--- src/rtl/seven_seg_pkg.sv ---
// Shared types, constants and select helper for the seven-segment scan controller.
package seven_seg_pkg;

  typedef enum logic {
    BLANK = 1'b0,
    DRIVE = 1'b1
  } scan_state_t;

  localparam int BCD_W      = 4;
  localparam int MAX_DIGITS = 32;

  localparam logic [MAX_DIGITS-1:0] DIGIT_OFF = '1;

  // Active-low one-hot select; callers truncate to their digit count.
  function automatic logic [MAX_DIGITS-1:0] digit_sel_low(input int unsigned idx);
    return ~(MAX_DIGITS'(1) << idx);
  endfunction

endpackage

--- src/rtl/seven_seg_slot_timer.sv ---
// Slot counter, digit index and end-of-frame pulse for the scan controller.
module seven_seg_slot_timer
  import seven_seg_pkg::*;
#(
  parameter int NUM_DIGITS  = 4,
  parameter int REFRESH_DIV = 100000,
  parameter int CNT_W       = $clog2(REFRESH_DIV),
  parameter int IDX_W       = $clog2(NUM_DIGITS)
) (
  input  logic             clk,
  input  logic             rst_n,
  output logic [CNT_W-1:0] o_cnt,
  output logic             o_wrap,
  output logic [IDX_W-1:0] o_idx_nxt,
  output logic             o_frame_done
);

  localparam logic [CNT_W-1:0] CNT_LAST = CNT_W'(REFRESH_DIV - 1);
  localparam logic [IDX_W-1:0] IDX_LAST = IDX_W'(NUM_DIGITS - 1);

  logic [CNT_W-1:0] r_cnt;
  logic [IDX_W-1:0] r_idx;
  logic             r_frame_done;
  logic [CNT_W-1:0] w_cnt_nxt;
  logic [IDX_W-1:0] w_idx_nxt;
  logic             w_wrap;

  always_comb begin
    w_wrap    = (r_cnt == CNT_LAST);
    w_cnt_nxt = w_wrap ? '0 : r_cnt + CNT_W'(1);
    w_idx_nxt = r_idx;
    if (w_wrap) begin
      w_idx_nxt = (r_idx == IDX_LAST) ? '0 : r_idx + IDX_W'(1);
    end
  end

  // frame_done is registered from the next-cycle position so it lines up
  // with the cycle in which the counter sits at its last value of the frame.
  always_ff @(posedge clk or negedge rst_n) begin
    if (!rst_n) begin
      r_cnt        <= '0;
      r_idx        <= '0;
      r_frame_done <= 1'b0;
    end else begin
      r_cnt        <= w_cnt_nxt;
      r_idx        <= w_idx_nxt;
      r_frame_done <= (w_cnt_nxt == CNT_LAST) && (w_idx_nxt == IDX_LAST);
    end
  end

  assign o_cnt        = r_cnt;
  assign o_wrap       = w_wrap;
  assign o_idx_nxt    = w_idx_nxt;
  assign o_frame_done = r_frame_done;

endmodule

--- src/rtl/seven_seg_scan_ctrl.sv ---
// Time-multiplexed N-digit seven-segment scan controller with frame-aligned loads.
// Optional leading-zero suppression: define SEVEN_SEG_LEADING_ZERO_BLANK_EN.
//
//   state | meaning
//   BLANK | all digits off (anti-ghosting) at the start of a slot
//   DRIVE | current digit enabled until the slot counter wraps
module seven_seg_scan_ctrl
  import seven_seg_pkg::*;
#(
  parameter int NUM_DIGITS   = 4,
  parameter int REFRESH_DIV  = 100000,
  parameter int BLANK_CYCLES = 1000
) (
  input  logic                        clk,
  input  logic                        rst_n,
  input  logic [BCD_W*NUM_DIGITS-1:0] bcd_in,
  input  logic                        load_valid,
  output logic                        load_ready,
  output logic [BCD_W-1:0]            num,
  output logic [NUM_DIGITS-1:0]       digit_sel,
  output logic                        frame_done
);

  localparam int CNT_W = $clog2(REFRESH_DIV);
  localparam int IDX_W = $clog2(NUM_DIGITS);
  localparam logic [CNT_W-1:0] CNT_BLANK_LAST =
    CNT_W'((BLANK_CYCLES == 0) ? 0 : BLANK_CYCLES - 1);

  scan_state_t r_state, w_state_nxt;

  logic [NUM_DIGITS-1:0][BCD_W-1:0] r_disp, r_pend_val, w_disp_nxt;
  logic                             r_pend, r_load_ready;
  logic [BCD_W-1:0]                 r_num, w_num_nxt;
  logic [NUM_DIGITS-1:0]            r_digit_sel, w_sel_nxt;

  logic [CNT_W-1:0] w_cnt;
  logic [IDX_W-1:0] w_idx_nxt;
  logic             w_wrap, w_frame_done;
  logic             w_accept, w_commit, w_suppress;

  seven_seg_slot_timer #(
    .NUM_DIGITS  (NUM_DIGITS),
    .REFRESH_DIV (REFRESH_DIV),
    .CNT_W       (CNT_W),
    .IDX_W       (IDX_W)
  ) u_slot_timer (
    .clk          (clk),
    .rst_n        (rst_n),
    .o_cnt        (w_cnt),
    .o_wrap       (w_wrap),
    .o_idx_nxt    (w_idx_nxt),
    .o_frame_done (w_frame_done)
  );

  always_ff @(posedge clk or negedge rst_n) begin
    if (!rst_n) r_state <= BLANK;
    else        r_state <= w_state_nxt;
  end

  assign w_accept   = load_valid && r_load_ready;
  assign w_commit   = w_frame_done && r_pend;
  assign w_disp_nxt = w_commit ? r_pend_val : r_disp;

`ifdef SEVEN_SEG_LEADING_ZERO_BLANK_EN
  logic [NUM_DIGITS-1:0] w_upper_zero;

  always_comb begin
    logic zacc;
    zacc         = 1'b1;
    w_upper_zero = '0;
    for (int i = NUM_DIGITS - 1; i >= 0; i--) begin
      zacc            = zacc & (w_disp_nxt[i] == '0);
      w_upper_zero[i] = zacc;
    end
    w_suppress = (w_idx_nxt != '0) && w_upper_zero[w_idx_nxt];
  end
`else
  assign w_suppress = 1'b0;
`endif

  // Outputs are registered from next-cycle state and index so each output
  // cycle reflects the slot position the counter holds in that same cycle.
  always_comb begin
    w_state_nxt = r_state;
    case (r_state)
      BLANK:   if (BLANK_CYCLES == 0 || w_cnt == CNT_BLANK_LAST) w_state_nxt = DRIVE;
      DRIVE:   if (BLANK_CYCLES != 0 && w_wrap) w_state_nxt = BLANK;
      default: w_state_nxt = BLANK;
    endcase
    w_num_nxt = w_disp_nxt[w_idx_nxt];
    w_sel_nxt = NUM_DIGITS'(DIGIT_OFF);
    if (w_state_nxt == DRIVE && !w_suppress) begin
      w_sel_nxt = NUM_DIGITS'(digit_sel_low(32'(w_idx_nxt)));
    end
  end

  always_ff @(posedge clk or negedge rst_n) begin
    if (!rst_n) begin
      r_disp       <= '0;
      r_pend_val   <= '0;
      r_pend       <= 1'b0;
      r_load_ready <= 1'b1;
      r_num        <= '0;
      r_digit_sel  <= NUM_DIGITS'(DIGIT_OFF);
    end else begin
      r_disp      <= w_disp_nxt;
      r_num       <= w_num_nxt;
      r_digit_sel <= w_sel_nxt;
      if (w_accept) begin
        r_pend_val   <= bcd_in;
        r_pend       <= 1'b1;
        r_load_ready <= 1'b0;
      end else if (w_commit) begin
        r_pend       <= 1'b0;
        r_load_ready <= 1'b1;
      end
    end
  end

  assign load_ready = r_load_ready;
  assign num        = r_num;
  assign digit_sel  = r_digit_sel;
  assign frame_done = w_frame_done;

endmodule
--- config.mk ---
export PLATFORM = sky130hd
export DESIGN_NAME = seven_seg_scan_ctrl
export DESIGN_NICKNAME = d
export VERILOG_FILES = /design/src/rtl/seven_seg_pkg.sv /design/src/rtl/seven_seg_slot_timer.sv /design/src/rtl/seven_seg_scan_ctrl.sv
export SDC_FILE = /design/constraint.sdc
export NUM_CORES = 1
export LEC_CHECK = 0
export CAP_MARGIN = 25
export CORE_ASPECT_RATIO = 1.5
export CORE_UTILIZATION = 49
export DETAILED_ROUTE_END_ITERATION = 12
export GPL_TIMING_DRIVEN = 0
export PLACE_DENSITY = 0.73
export SYNTH_ARGS = -nofsm -noshare
export SYNTH_HDL_FRONTEND = slang
export SYNTH_HIERARCHICAL = 1
export SYNTH_SLANG_ARGS = --single-unit
--- constraint.sdc ---
create_clock -name clk -period 2.5 [get_ports clk]
set_input_delay 0.625 -clock clk [delete_from_list [all_inputs] [get_ports clk]]
set_output_delay 0.625 -clock clk [all_outputs]
set_load 0.02 [all_outputs]
# Word-level counts from Yosys, hierarchy flattened
# Index checks and enable logic that the tools add are counted.
[op_classes]
addsub = 2
n_mul = 0
div_mod_pow = 0
n_lt_le_gt_ge = 1
eq_ne = 5
n_shift = 1
n_mux = 14
n_bitwise = 2
reduce_logical = 4
[ops]
columns = ["cell", "n"]
rows = [
  ["17-bit == test, second input constant", 2],
  ["17-bit by 1-bit adder with 17-bit output, second input constant", 1],
  ["17-bit by 10-bit == test with 1-bit output, second input constant", 1],
  ["17-bit 2-to-1 mux", 1],
  ["16-bit 2-to-1 mux", 1],
  ["4-bit binary-select mux with 2-bit select", 1],
  ["4-bit 2-to-1 mux", 2],
  ["1-bit 2-to-1 mux", 6],
  ["2-bit == test, second input constant", 2],
  ["2-bit 2-to-1 mux", 2],
  ["4-bit NOT", 1],
  ["1-bit by 2-bit << shifter with 4-bit output, first input constant", 1],
  ["1-bit logical AND", 3],
  ["2-bit by 3-bit < comparator with 1-bit output, second input constant", 1],
  ["2-bit by 1-bit adder with 2-bit output, second input constant", 1],
  ["1-bit case mux with 2 select lines", 1],
  ["2-bit nonzero test", 1],
  ["1-bit NOT", 1],
]
[word_totals]
reg_bits = 63
latch_bits = 0
ramBits = 0
rom_bits = 0
input_bits = 19
out_inout_bits = 10
elab_cells = 45
n_memories = 0

# Logic depth before layout (Yosys ltp)
# Gate-level depths: netlist of the first run.
[depth]
word_depth = 6
ltp_mapped = 10
depth_no_buf = 8

# Hierarchy
# The synthesis of the first run kept the hierarchy.
[modules_own_cells]
columns = ["mod", "instances", "cells_each", "area_per_inst_um2", "seq_area_each_um2"]
rows = [
  ["seven_seg_scan_ctrl", 1, 112, 1771.7, 1082.3],
  ["seven_seg_slot_timer", 1, 105, 1099.8, 500.5],
]

# Least setup slack after synthesis of the first run
# No wires, ideal clock.
[synth_path]
path_kind = "flip-flop to flip-flop"
from = "register u_slot_timer.r_cnt[0], in the netlist u_slot_timer/o_cnt[0]"
to = "register r_num[0], in the netlist num[0]"
setup_ps = 138
t_arrival_ps = 2365
t_required_ps = 2362
slack_ps = -3
stages_incl_launch_ff = 8
path_buffers = 1
period_less_slack_ps = 2503
path_cell_list = "dfrtp_1 -> ha_1 -> nand2_1 -> or4_1 -> nor2_1 -> mux2_1 -> clkbuf_1 -> mux4_2"
[synth_via]
elab_chain_len = 4
[synth_lines]
columns = ["item", "line_no", "text"]
rows = [
  ["start, declared", "seven_seg_slot_timer.sv:21", "logic [CNT_W-1:0] r_cnt;"],
  ["start signal, assigned", "seven_seg_slot_timer.sv:45", "r_cnt <= w_cnt_nxt;"],
  ["17-bit == test", "seven_seg_slot_timer.sv:29", "w_wrap = (r_cnt == CNT_LAST);"],
  ["named net w_wrap", "seven_seg_scan_ctrl.sv:38", "logic w_wrap, w_frame_done;"],
  ["2-bit 2-to-1 mux", "seven_seg_slot_timer.sv:32", "if (w_wrap) begin"],
  ["named net w_idx_nxt[0]", "seven_seg_scan_ctrl.sv:37", "logic [IDX_W-1:0] w_idx_nxt;"],
  ["4-bit binary-select mux with 2-bit select", "seven_seg_scan_ctrl.sv:90", "w_num_nxt = w_disp_nxt[w_idx_nxt];"],
  ["4-bit 2-to-1 mux (implied by the code)", "seven_seg_scan_ctrl.sv:90", ""],
  ["named net w_num_nxt[0]", "seven_seg_scan_ctrl.sv:33", "logic [BCD_W-1:0] r_num, w_num_nxt;"],
  ["end signal, assigned", "seven_seg_scan_ctrl.sv:107", "r_num <= w_num_nxt;"],
  ["end, declared", "seven_seg_scan_ctrl.sv:33", ""],
]
# The timed path passes the listed nets, and every way through them passes these cells. The select of a mux whose other input is x is not followed.
# A chain may end at the register's enable or synchronous reset.

# Final worst setup path of the first run
[layout_path]
from = "register u_slot_timer.r_cnt[0], in the netlist u_slot_timer/o_cnt[0]"
to = "register r_digit_sel[2], in the netlist digit_sel[2]"
[layout_via]
elab_chain_len = 5
[layout_lines]
columns = ["item", "line_no", "text"]
rows = [
  ["17-bit == test", "seven_seg_slot_timer.sv:29", ""],
  ["named net w_wrap", "seven_seg_scan_ctrl.sv:38", ""],
  ["2-bit 2-to-1 mux", "seven_seg_slot_timer.sv:32", ""],
  ["named net w_idx_nxt[0]", "seven_seg_scan_ctrl.sv:37", ""],
  ["1-bit by 2-bit << shifter with 4-bit output", "seven_seg_pkg.sv:16", "return ~(MAX_DIGITS'(1) << idx);"],
  ["4-bit NOT", "seven_seg_pkg.sv:16", ""],
  ["4-bit 2-to-1 mux", "seven_seg_scan_ctrl.sv:92", "if (w_state_nxt == DRIVE && !w_suppress) begin"],
  ["named net w_sel_nxt[2]", "seven_seg_scan_ctrl.sv:34", "logic [NUM_DIGITS-1:0] r_digit_sel, w_sel_nxt;"],
  ["end signal, assigned", "seven_seg_scan_ctrl.sv:104", "r_digit_sel <= NUM_DIGITS'(DIGIT_OFF);"],
  ["end signal, assigned", "seven_seg_scan_ctrl.sv:108", "r_digit_sel <= w_sel_nxt;"],
  ["end, declared", "seven_seg_scan_ctrl.sv:34", ""],
]
# The timed path passes the listed nets, and every way through them passes these cells.

==> metrics.csv, run 1 <==
metric,value,unit
Antenna Nets Post-Route,0,
core area,5574,µm²
CTS H-Tree Depth,3,
I/O pin total,29,
max-cap violations,0,
# fillers,459,
die height,95.76,µm
clk_skew,9.050,ps
Port-buffer cells,28,
DRT iter0 DRCs,91,
Critical Path End Type,register,
Root Driver,clkbuf_8,
1st-pass router iterations,4,
critical path's slowest cell,or4_4,
most common cell in the synthesized netlist,dfrtp_1,
synth cell count leaders,"58 x dfrtp_1, 23 x mux2_2, 19 x nor2_1",
placed insts,316,
top_reg_cell synth,dfrtp_1,
total negative slack,0,ps
Final setup violation count,0,
Synth area leader,dfrtp_1,
GRT Total Usage,0.1985,
Worst-Margin Slew,570.3,ps
CP Cell Sequence,"ha_4, nand2_1, or4_4, nor2_2, mux2_1, buf_4, nand2b_1, nor3_1, a21oi_1",
total grt overflow,0,
unrepaired setup endpoints after global routing,yes,
Worst VDD drop,0.2875,mV
status,"finished, final reports clean",
gp weighted congestion,0.8277,
Final period util,0.9682,
cts bufs inserted,9,
synthesized area,2872,µm²
Synth Instances,217,
fraction of registers with async set/reset,1.000,
first-pass GRT wire length,9011,µm
Wirelength per Cell,16.23,µm
syn avg cell area,13.23,µm²
Initial Utilization,0.5152,
Area contributors post-synth,"dfrtp_1 51%, mux2_2 9.0%, mux2_4 4.7%",
final core occ,0.6339,
"Hold Vio Cnt, Final",0,
Die W,64.51,µm
WL final,5421,µm
worst setup path class,reg -> reg,
CTS tree,yes,
DP Worst Slack,-372.2,ps
diodes inserted,0,
clk_lat worst skew,350,ps
vias in the first global route,1943,
share of cells above drive strength 1,0.3258,
Pwr per Cell Area,601.2,nW/µm²
"Distinct cells, synth",48,
Syn-to-layout area delta,23.05,%
placed wire-length estimate,3822,µm
CP peak stage delay,490,ps
Startpoint Class,register,
#FFs+latches synth,63,
Vias,1859,
f_max,413.2,MHz
largest net degree at the start of global routing,40,
"Slew Viols, Final",0,
sequential fraction of the synthesis area,0.5512,
Pleak,1.609,nW
initial antenna violation count,0,
DR vias/cell,5.566,
Tmin final,2420,ps
Die Area,6177,µm²
nets,280,
Syn. warnings,6,
clock transition at the registers of the reported paths,70,ps
# DRC,0,
share of the synthesized area in the top cell type,0.5054,
fin cells,334,
PnR worst setup slack,79.61,ps
"Net Count, Synth",238,
Worst slew margin,0.6198,
clk sinks,63,
number of synthesized flops with an enable pin,0,
buffer depth of the longest clock path,2,
"Arr. time, crit path",2670,ps
Core Rows,33,
worst-path fanout max,9,
hold_buf cts,0,
CP required,2750,ps
HP Class,in -> async,
-- state kept, by name, indices dropped and copies added (netlist names) --
register / flops
u_slot_timer/r_idx: 2
u_slot_timer/o_cnt: 17
u_slot_timer/o_frame_done: 1
r_disp: 16
r_pend: 1
load_ready: 1
num: 4
r_pend_val: 16
digit_sel: 4
r_state: 1
-- area by class of cell --
cell class | count | area [µm²] | share of cell area
sequential | 63 | 1588 | 0.4494
multi-input combinational | 145 | 1266 | 0.3584
timing repair buffer | 32 | 317.8 | 0.08994
clock buffer | 11 | 141.4 | 0.04001
tap | 70 | 87.58 | 0.02479
clock inverter | 5 | 81.33 | 0.02302
buffer | 6 | 43.79 | 0.01239
inverter | 2 | 7.507 | 0.002125
-- logic make-up (layout without fill, tap and decap cells) --
family,count (synthesis),in the layout,share of synthesized area
AOI/OAI and AO/OA,13,13,0.03617
xor gates and xnor gates,15,15,0.04575
adders and majority gates,2,2,0.008713
buffers and inverters,9,56,0.01787
DFF,63,63,0.5512
muxes,40,40,0.1834
and+or+nand+nor,75,75,0.1569
-- power by group --
| group | internal, W | leakage, nW | switching [W] |
|---|---|---|---|
| combinational | 0.0000487 | 0.687 | 0.0000304 |
| sequential | 0.00105 | 0.813 | 0.0000153 |
| clock | 0.000588 | 0.110 | 0.000392 |
-- stage by stage --
stage / hold WS, ps / cell area, µm² / total power, W
detailed placement: 480.5 / 3256 / 0.001165
CTS: 268.1 / 3517 / 0.002149
global route: 304.8 / 3533 / 0.002199
finish: 263.5 / 3533 / 0.002124
global placement: 474.3 / 3241 / 0.001158
floorplan: 329.4 / 2873 / 0.001105
-- layer usage --
metal,global-route usage,vias to the layer above,part of all wire,routed length [µm]
li1,-,861,-,-
met1,0.2064,950,0.40,2181
met2,0.3658,35,0.54,2935
met3,0.05332,13,0.033,179
met4,0.09444,0,0.023,125
met5,0,-,0,0
-- worst max-delay path, delay by kind of cell, from the launching register on --
| kind | cells | cell delay, ps |
|---|---|---|
| flip-flops | 1 | 400 |
| multiplexers | 1 | 350 |
| AO/OA/AOI/OAI | 1 | 100 |
| buffers and inverters | 1 | 190 |
| AND/OR/NAND/NOR | 5 | 1120 |
| adder cells (fa/ha/maj) | 1 | 180 |
-- placed cells by master (no fill, tap or decap), types with 3 or more instances in the layout --
cell type	instances
a21oi_1	4
buf_2	3
buf_4	5
clkbuf_8	10
clkdlybuf4s50_1	27
dfrtp_1	54
dfrtp_2	4
dfstp_2	5
mux2_2	23
mux2_4	10
mux4_2	4
nand2_1	7
nand2b_1	5
nand3_1	9
nand4b_1	5
nor2_1	18
nor3_1	7
xnor2_1	6
xor2_1	9
-- repair_timing --
| item | CTS | global route |
|---|---|---|
| setup buffers | 2 | 1 |
| gates resized for setup | 8 | 5 |
| setup endpoints to repair | 8 | 7 |
| pin swaps | 1 | 1 |
-- worst paths after layout --
check,startpoint,end,slack [ps],cells after the start
max,u_slot_timer/o_cnt[0]$_DFF_PN0_,digit_sel[2]$_DFF_PN1_,80,9
min,rst_n,r_pend_val[4]$_DFFE_PN0P_,260,1
max reg2reg,u_slot_timer/o_cnt[0]$_DFF_PN0_,digit_sel[2]$_DFF_PN1_,80,9
min reg2reg,load_ready$_DFFE_PN1P_,load_ready$_DFFE_PN1P_,490,1
max in group asynchronous,rst_n,digit_sel[2]$_DFF_PN1_,1560,2
min in group clk,load_ready$_DFFE_PN1P_,load_ready$_DFFE_PN1P_,490,1
(Power assumes the default switching activity.)
==> run 2: changes to the inputs <==
--- a/config.mk
+++ b/config.mk
@@ -7,8 +7,10 @@
 export LEC_CHECK = 0
 export CAP_MARGIN = 25
 export CORE_ASPECT_RATIO = 1.5
+export CORE_MARGIN = 5
 export CORE_UTILIZATION = 49
 export DETAILED_ROUTE_END_ITERATION = 12
+export GPL_ROUTABILITY_DRIVEN = 1
 export GPL_TIMING_DRIVEN = 0
 export PLACE_DENSITY = 0.73
 export SYNTH_ARGS = -nofsm -noshare
==> metrics.csv, run 2 (synthesis gave the netlist of run 1 again) <==
metric,value,unit
gp weighted congestion,0.7802,
"Buf+Inv Stages, Crit Path",1,
Root Driver,clkbuf_8,
CTS tree,yes,
worst setup path class,reg -> reg,
Port-buffer cells,28,
nets,282,
clk_skew,6.151,ps
total negative slack,0,ps
Vias,1826,
clk_lat worst skew,340,ps
die height,103.8,µm
WHS,269.2,ps
Final setup violation count,0,
1st-pass router iterations,5,
CP peak stage delay,470,ps
R2R setup slack,50,ps
status,"finished, final reports clean",
total grt overflow,0,
GRT Total Usage,0.1631,
unrepaired setup endpoints after global routing,yes,
placed wire-length estimate,3875,µm
top cell family by delay on the critical path,simple AND/OR/NAND/NOR gates,
area of the multi-input gates,1271,µm²
Wirelength per Cell,16.72,µm
"Slew Viols, Final",0,
"Arr. time, crit path",2690,ps
final instance area,3538,µm²
largest net degree at the start of global routing,42,
Final period util,0.9788,
vias in the first global route,2020,
WL final,5651,µm
"Hold Vio Cnt, Final",0,
Comb power frac,0.039,
HP Class,in -> async,
Die W,72.51,µm
Switching Power,0.0004316,W
"commonest non-fill, non-tap cell in the layout",dfrtp_1,
Initial Utilization,0.5000,
Core Rows,34,
f_max,408.7,MHz
dpl cell area,3258,µm²
Tot Pwr,0.002043,W
Die Area,7523,µm²
DRT iter0 DRCs,62,
cts bufs inserted,9,
Worst-Margin Slew,592.6,ps
number of flip-flops in the largest register,17,
Syn-to-layout area delta,23.22,%
critical path's slowest cell,dfrtp_1,
Int Power,0.001611,W
DR vias/cell,5.402,
diodes inserted,0,
sequential cell area,1585,µm²
share of cells above drive strength 1,0.3308,
clock transition at the registers of the reported paths,70,ps
CP required,2740,ps
Pleak,1.619,nW
Pwr per Cell Area,577.2,nW/µm²
Worst VDD drop,0.3268,mV
final core occ,0.6161,
# fillers,458,
Startpoint Class,register,
first-pass GRT wire length,9321,µm
Clock power frac,0.440,
initial antenna violation count,0,
Tmin final,2447,ps
buffer depth of the longest clock path,2,
switch share,0.2113,
CP Cell Sequence,"or3_1, nor4_2, buf_4, mux2_4, nand2b_1, nor3_1, a21oi_1",
Seq pwr share,0.521,
Antenna Nets Post-Route,0,
worst-path fanout max,10,
Worst slew margin,0.6050,
CTS H-Tree Depth,3,
Critical Path End Type,register,
clk sinks,63,
max-cap violations,0,
# DRC,0,
I/O pin total,29,
core area,5743,µm²
"commonest non-fill, non-tap cells in the layout","56 x dfrtp_1, 27 x clkdlybuf4s50_1, 23 x mux2_2, 18 x nor2_1, 11 x clkbuf_8",
run 2: metal layers:
layer,track usage,routed length (µm),part of all wire
met1,0.1791,2258,0.40
met4,0.07256,72,0.013
met3,0.05426,259,0.046
met5,0,0,0
met2,0.2790,3061,0.54
run 2: timing repair:
item | CTS | global route
gates cloned | 0 | 0
buffers inserted | 2 | 3
hold buffers | 0 | 0
endpoints found under the setup margin | 8 | 7
resized for setup | 9 | 3
pin swaps | 1 | 1
run 2: worst paths after layout:
path                                                  start  cells after the start                        end
min                                                   rst_n                      1  r_pend_val[9]$_DFFE_PN0P_
max in group asynchronous                             rst_n                      2     digit_sel[2]$_DFF_PN1_
min in group clk                     load_ready$_DFFE_PN1P_                      1     load_ready$_DFFE_PN1P_
max                        u_slot_timer/o_cnt[12]$_DFF_PN0_                      7     digit_sel[1]$_DFF_PN1_
max reg2reg                u_slot_timer/o_cnt[12]$_DFF_PN0_                      7     digit_sel[1]$_DFF_PN1_
min reg2reg                          load_ready$_DFFE_PN1P_                      1     load_ready$_DFFE_PN1P_
run 2: worst register-to-register path, stage by stage (launching register included):
cell      delay [ps]
dfrtp_1          470
or3_1            450
nor4_2           370
buf_4            210
mux2_4           370
nand2b_1         190
nor3_1           190
a21oi_1          100
run 2: power groups by stage:
stage	sequential, W	clock [W]	combinational [W]
after global placement	0.00108	0	0.0000760
after global routing	0.00107	0.000975	0.0000887
final	0.00106	0.000898	0.0000800
after CTS	0.00106	0.000936	0.0000827
after floorplan	0.00108	0	0.0000266
after detailed placement	0.00108	0	0.0000825
run 2: area by class of cell:
type	count	area share
Inverter	2	0.002122
Clock buffer	11	0.04279
Sequential cell	63	0.4480
Multi-Input combinational cell	145	0.3593
Clock inverter	5	0.01591
Buffer	6	0.01238
Tap cell	72	0.02546
Timing Repair Buffer	34	0.09406
run 2: per-stage QoR:
step / worst slack, ps / std cells
final: 52.94 / 338
after global placement: -1141 / 317
after global routing: -27.38 / 338
after detailed placement: -452.1 / 318
after floorplan: 55.73 / 217
after CTS: 3.143 / 335
